[src/rtl/instruction_loader.sv]
// instruction_loader: receives a byte stream and writes it as big-endian 32-bit words into instruction memory.
// Ports: clk/reset (sync, active-low); start+word_count request a load of 1..DEPTH_WORDS words;
// abort cancels a load; in_valid/in_data/in_ready form the byte stream; WrEn/WrAddress/WrData
// drive the memory write port; cpu_hold stalls the CPU during a load; done/err are one-cycle pulses.
module instruction_loader #(
  parameter logic [31:0] BASE_ADDR = 32'h0000_0000,
  parameter int DEPTH_WORDS = 256
) (
  input  logic        clk,
  input  logic        reset,
  input  logic        start,
  input  logic [8:0]  word_count,
  input  logic        abort,
  input  logic        in_valid,
  input  logic [7:0]  in_data,
  output logic        in_ready,
  output logic        WrEn,
  output logic [31:0] WrAddress,
  output logic [31:0] WrData,
  output logic        cpu_hold,
  output logic        done,
  output logic        err
);
  localparam logic [9:0] DMAX = 10'(DEPTH_WORDS);
  typedef enum logic [1:0] {IDLE, RECV, WRITE, DONE} state_t;
  state_t st, nxt;
  logic [1:0] bcnt;
  logic [8:0] idx, cnt;
  logic [31:0] word;
  logic err_q, ok, take, last;
  assign ok = start && word_count != 9'd0 && {1'b0, word_count} <= DMAX;
  assign take = st == RECV && in_valid;
  assign last = idx + 9'd1 == cnt;
  always_comb begin
    nxt = st;
    case (st)
      IDLE:  nxt = ok ? RECV : IDLE;
      RECV:  nxt = abort ? IDLE : (take && bcnt == 2'd3) ? WRITE : RECV;
      WRITE: nxt = abort ? IDLE : last ? DONE : RECV;
      default: nxt = IDLE;
    endcase
  end
  // bcnt wraps to 0 on the 4th byte, so the next word starts clean without an explicit clear;
  // shifting left places byte 0 in [31:24] once all four have arrived.
  always_ff @(posedge clk) begin
    if (!reset) begin
      st <= IDLE;
      bcnt <= 2'd0;
      idx <= 9'd0;
      cnt <= 9'd0;
      word <= 32'd0;
      err_q <= 1'b0;
    end else begin
      st <= nxt;
      err_q <= st == IDLE && start && !ok;
      if (st == IDLE && ok) begin
        cnt <= word_count;
        bcnt <= 2'd0;
        idx <= 9'd0;
      end
      if (take) begin
        word <= {word[23:0], in_data};
        bcnt <= bcnt + 2'd1;
      end
      if (st == WRITE && !abort) idx <= idx + 9'd1;
    end
  end
  assign in_ready = st == RECV;
  assign WrEn = st == WRITE && !abort;
  assign WrAddress = st == WRITE ? BASE_ADDR + {21'd0, idx, 2'b00} : 32'd0;
  assign WrData = st == WRITE ? word : 32'd0;
  assign cpu_hold = st != IDLE;
  assign done = st == DONE;
  assign err = err_q;
endmodule

[config.mk]
export PLATFORM = sky130hd
export DESIGN_NAME = instruction_loader
export DESIGN_NICKNAME = d
export VERILOG_FILES = /design/src/rtl/instruction_loader.sv
export SDC_FILE = /design/constraint.sdc
export NUM_CORES = 1
export LEC_CHECK = 0
export ABC_AREA = 1
export CAP_MARGIN = 40
export CORE_MARGIN = 4
export CORE_UTILIZATION = 30
export CTS_CLUSTER_DIAMETER = 80
export DETAILED_ROUTE_END_ITERATION = 7
export PLACE_DENSITY_LB_ADDON = 0.1
export SLEW_MARGIN = 20
export SYNTH_ARGS = -nofsm -noshare
export SYNTH_HDL_FRONTEND = slang
export SYNTH_SLANG_ARGS = --single-unit
export TNS_END_PERCENT = 5
[constraint.sdc]
create_clock -name clk -period 1.72 [get_ports clk]
set_input_delay 0.258 -clock clk [delete_from_list [all_inputs] [get_ports clk]]
set_output_delay 0.258 -clock clk [all_outputs]
set_load 0.05 [all_outputs]
### Word level (Yosys, flattened, before mapping)

Index checks and enable logic that the tools add are counted.

| word-level totals | value |
|---|---|
| bits in registers | 55 |
| word-level logic and storage cells | 41 |
| memory bits (writable) | 0 |
| memories | 0 |
| latch bits | 0 |
| bits in read-only memories | 0 |
| output and inout bits | 69 |

| operators by class | value |
|---|---|
| multiplexer cells | 12 |
| order comparisons | 1 |
| reductions and logical operators | 15 |
| add/sub/neg operators | 2 |
| shifts and indexed selects | 0 |
| eq/ne operators | 5 |
| bitwise gates (word level) | 0 |
| multiply operators | 0 |
| div/mod/pow operators | 0 |

Operators with widths:

| kind | number |
|---|---|
| two-way mux 32 bit | 1 |
| two-way mux 9 bit | 2 |
| two-way mux 2 bit | 6 |
| two-way mux 11 bit | 1 |
| adder 9 x 1 -> 9 bit, second input constant | 1 |
| == test 9 bit | 1 |
| <= comparator 9 bit, second input constant | 1 |
| nonzero test 9 bit | 1 |
| logical AND 1 bit | 8 |
| == test 2 bit, second input constant | 3 |
| case mux 2 bit (3 select lines) | 1 |
| nonzero test 2 bit | 3 |
| adder 2 x 1 -> 2 bit, second input constant | 1 |
| == test 2 x 1 -> 1 bit, second input constant | 1 |
| zero test 1 bit | 2 |
| zero test 2 bit | 1 |
| two-way mux 1 bit | 1 |

### Longest topological paths before layout

| depth | value |
|---|---|
| depth in word-level cells | 6 |
| mapped depth | 11 |
| depth with buffers taken out | 11 |

### Worst setup path before layout

OpenSTA, ideal clock, no wires.

| timing | value |
|---|---|
| path type | reg2reg |
| from | register st[0] |
| to | register st[0] |
| data arrival time | 1.813 ns |
| stages on the path, launching flop included | 9 |
| slack | -0.227 ns |
| library setup time | 0.134 ns |
| data required time | 1.586 ns |
| cell sequence | dfxtp_1 inv_1 nor2_1 nand2_1 buf_2 inv_1 nand2_1 a31oi_1 a21oi_1 |

| on the way | value |
|---|---|
| cells in the longest elaborated chain, start to end | 6 |

Ends and longest elaborated chain:

| element | line | text |
|---|---|---|
| start: declaration | 26 | `state_t st, nxt;` |
| start signal: assignment | 54 | `st <= nxt;` |
| == test 2 x 1 -> 1 bit * | -- |  |
| via in_ready | 16 | `output logic in_ready,` |
| logical AND 1 bit | 32 | `assign take = st == RECV && in_valid;` |
| logical AND 1 bit | 38 | `RECV: nxt = abort ? IDLE : (take && bcnt == 2'd3) ? WRITE : RECV;` |
| two-way mux 2 bit (2 in a row) | 38 |  |
| case mux 2 bit (3 select lines) * | 36 | `case (st)` |

Mark *: on every way through the listed nets, which the timed path passes. The rest lies on a longest branch.
A chain may end at the register's enable or synchronous reset.

### Worst setup path after layout

| timing | value |
|---|---|
| from | register st[0] |
| to | output WrData[0] |

| on the way | value |
|---|---|
| cells in the longest elaborated chain, start to end | 2 |

Ends and longest elaborated chain:

| element | line | text |
|---|---|---|
| == test 2 bit | 71 | `assign WrData = st == WRITE ? word : 32'd0;` |
| two-way mux 32 bit | 71 |  |
| end: declaration | 19 | `output logic [31:0] WrData,` |

Every way passes these cells.

==> results.sh <==
export IMPL_status="finished, final reports clean"
export IMPL_io_pins=91
export IMPL_utilization_pct=47.30
export IMPL_post_cts_resize_count=9
export IMPL_port_buffers=67
export IMPL_worstSetupStartpoint="st[0]$_SDFF_PN0_"
export IMPL_cts_buffer_depth=2
export IMPL_synth_edff_count=0
export IMPL_synth_avg_cell_area_um2=6.781
export IMPL_worst_ep_required_time_ns=1.46
export IMPL_grt_max_degree=65
export IMPL_drc_errors=0
export IMPL_hold_path_class="reg2reg"
export IMPL_core_area_mm2=0.008848
export IMPL_placementRows=34
export IMPL_slowest_delay_ns=0.34
export IMPL_worstPathArrival_ns=1.42
export IMPL_ys_ff_latch=55
export IMPL_fill_cells=885
export IMPL_powerDensity_mw_per_mm2=595.7
export IMPL_crit_family="buffers and inverters"
export IMPL_critical_path_most_common_cell="buf_12"
export IMPL_dp_hpwl_mm=5.331
export IMPL_hp_start="bcnt[0]$_SDFFE_PN0P_"
export IMPL_antenna_found_initial=0
export IMPL_place_area_mm2=0.003974
export IMPL_first_iter_violations=97
export IMPL_finalCriticalPeriod_ns=1.682
export IMPL_antenna_cells=0
export IMPL_place_congestion=0.8662
export IMPL_clk_pin_slew_ns=0.11
export IMPL_total_power_uw=2493
export IMPL_end_kind="output pin"
export IMPL_drt_pass1_iter_count=4
export IMPL_die_area_mm2=0.01087
export IMPL_regArea_mm2=0.001102
export IMPL_dieHeight_um=104.3
export IMPL_grt_pass1_vias=2305
export IMPL_insertion_delay_ns=0.31
export IMPL_ctsHoldBuffers=0
export IMPL_routedWlPerCell_um=11.83
export IMPL_cts_num_sinks=55
export IMPL_post_synth_top_count_cell="nor2_1"
export IMPL_clockRootBuffer="clkbuf_8"
export IMPL_drive_above_1_share_pct=25.05
export IMPL_worstPathCellList="inv_1 > nand2_2 > buf_12 > nor2_1 > buf_12"
export IMPL_netlist_top_cells_area="dfxtp_1 (40%), nor2_1 (10%), o21ai_0 (7.9%)"
export IMPL_yosys_most_used_dff="dfxtp_1"
export IMPL_irDropWorstVdd_mv=0.3491
export IMPL_slew_viol_final=0
export IMPL_synth_top_area_share_pct=39.60
export IMPL_rsz0062_at_grt="true"
export IMPL_area_growth_pct=50.54
export IMPL_stdcell_count=587
export IMPL_grt_pass1_wl_mm=11.50
export IMPL_netlist_area_mm2=0.002780
export IMPL_cap_violations=0
export IMPL_place_ws_ns=-0.1566
export IMPL_worst_setup_path_start_kind="flop"
export IMPL_multi_input_area_mm2=0.001390
export IMPL_via_per_inst=4.424
export IMPL_power_static_leakage_uw=0.001567
export IMPL_crit_path_top_delay_cell="dfxtp_1"
export IMPL_final_hold_violation_count=0
export IMPL_wl_mm=6.943
export IMPL_cts_tree="yes"
export IMPL_fin_skew_ns=0.007018
export IMPL_worstReg2RegStart="idx[0]$_SDFFE_PN0P_"
export IMPL_dr_total_vias=2597
export IMPL_start_util_pct=31.42
export IMPL_yosys_top_cells_count="nor2_1 (74), inv_1 (57), dfxtp_1 (55)"
export IMPL_h_tree_depth=2
export IMPL_nets=502
export IMPL_post_route_period_util_pct=97.81
export IMPL_fmax_mhz=594.4
export IMPL_postCtsSetupBuffers=0
export IMPL_yosysWarnings=0
export IMPL_dp_cells=579
export IMPL_ys_types=27
export IMPL_yosysSeqAreaShare_pct=39.60
export IMPL_timing_final_ws_setup_ns=0.03769
export IMPL_overflow=0
export IMPL_synth_async_sr_flop_share_pct=0
export IMPL_yosysTopAreaCell="dfxtp_1"
export IMPL_final_cell_area_mm2=0.004185
export IMPL_setup_viol=0
export IMPL_critPathMaxFanout=24
export IMPL_cts_buffers_inserted=5
export IMPL_cp_num_buf_inv=3
export IMPL_grt_usage_pct=12.61
export IMPL_criticalPathCategory="reg2out"
export IMPL_antenna_left=0
export IMPL_die_x_um=104.3
export IMPL_syn_inst=410
## flip-flops by register name (all words and copies together), names as in the netlist
| register | flops |
|---|---|
| idx | 9 |
| word | 32 |
| cnt | 9 |
| err | 1 |
| st | 2 |
| bcnt | 2 |
## metal layers
layer | vias to the layer above | track usage (%) | wire (um)
li1 | 1386 | - | -
met1 | 1128 | 18.60 | 3579
met2 | 75 | 18.59 | 2894
met3 | 8 | 2.980 | 409
met4 | 0 | 2.564 | 60
met5 | - | 0 | 0
## cell families after synthesis
group	count (synthesis)	share of synthesized area, %
AND/OR/NAND/NOR	156	24.44
buffers and inverters	101	17.06
AO/OA/AOI/OAI	93	17.24
flip-flops	55	39.60
XOR/XNOR	2	0.6302
adder cells (fa/ha/maj)	2	0.8999
other	1	0.1349
## worst reg2reg max path: cells and delay by family (launching register included)
kind	cells	cell delay, ns
buffers and inverters	1	0.07
AOI/OAI and AO/OA	1	0.11
DFF	1	0.40
and+or+nand+nor	8	0.69
adders and majority gates	1	0.25
## metrics by stage
step,hold slack (ns),setup TNS [ns]
2_1_floorplan,0.3960,0
3_3_place_gp,0.4417,-1.092
3_5_place_dp,0.4462,-1.472
4_1_cts,0.4645,-0.1026
5_1_grt,0.5008,-0.3781
6_report,0.4724,0
## cells in the final DEF (no fill, tap or decap), types with 23 or more instances in the layout
master   instances
nor2_1          37
conb_1          23
nand2_1         34
buf_12          46
nor2_2          38
o21ai_0         44
dfxtp_1         54
a21oi_1         43
nand3_1         29
inv_1           57
## report_power, final
part | leakage, uW | total (uW) | switching [uW] | internal [uW]
clock network | 0.0000463 | 769 | 468 | 300
registers | 0.000448 | 1350 | 29.6 | 1320
logic | 0.00107 | 370 | 255 | 115
## cell type report
type | count | share of cell area (%)
multi-input combinational | 276 | 33.21
timing repair buffer | 81 | 29.63
sequential | 55 | 26.34
inverter | 59 | 5.291
tap | 108 | 3.229
clock buffer | 5 | 1.644
clock inverter | 3 | 0.6577
## final timing paths
| kind | to | slack [ns] | cells after the start |
|---|---|---|---|
| setup / recovery | WrData[0] | 0.04 | 5 |
| hold / removal | bcnt[0]$_SDFFE_PN0P_ | 0.47 | 1 |
| setup reg to reg | st[1]$_SDFF_PN0_ | 0.14 | 11 |
| hold reg to reg | bcnt[0]$_SDFFE_PN0P_ | 0.47 | 1 |
(Power assumes the default switching activity.)
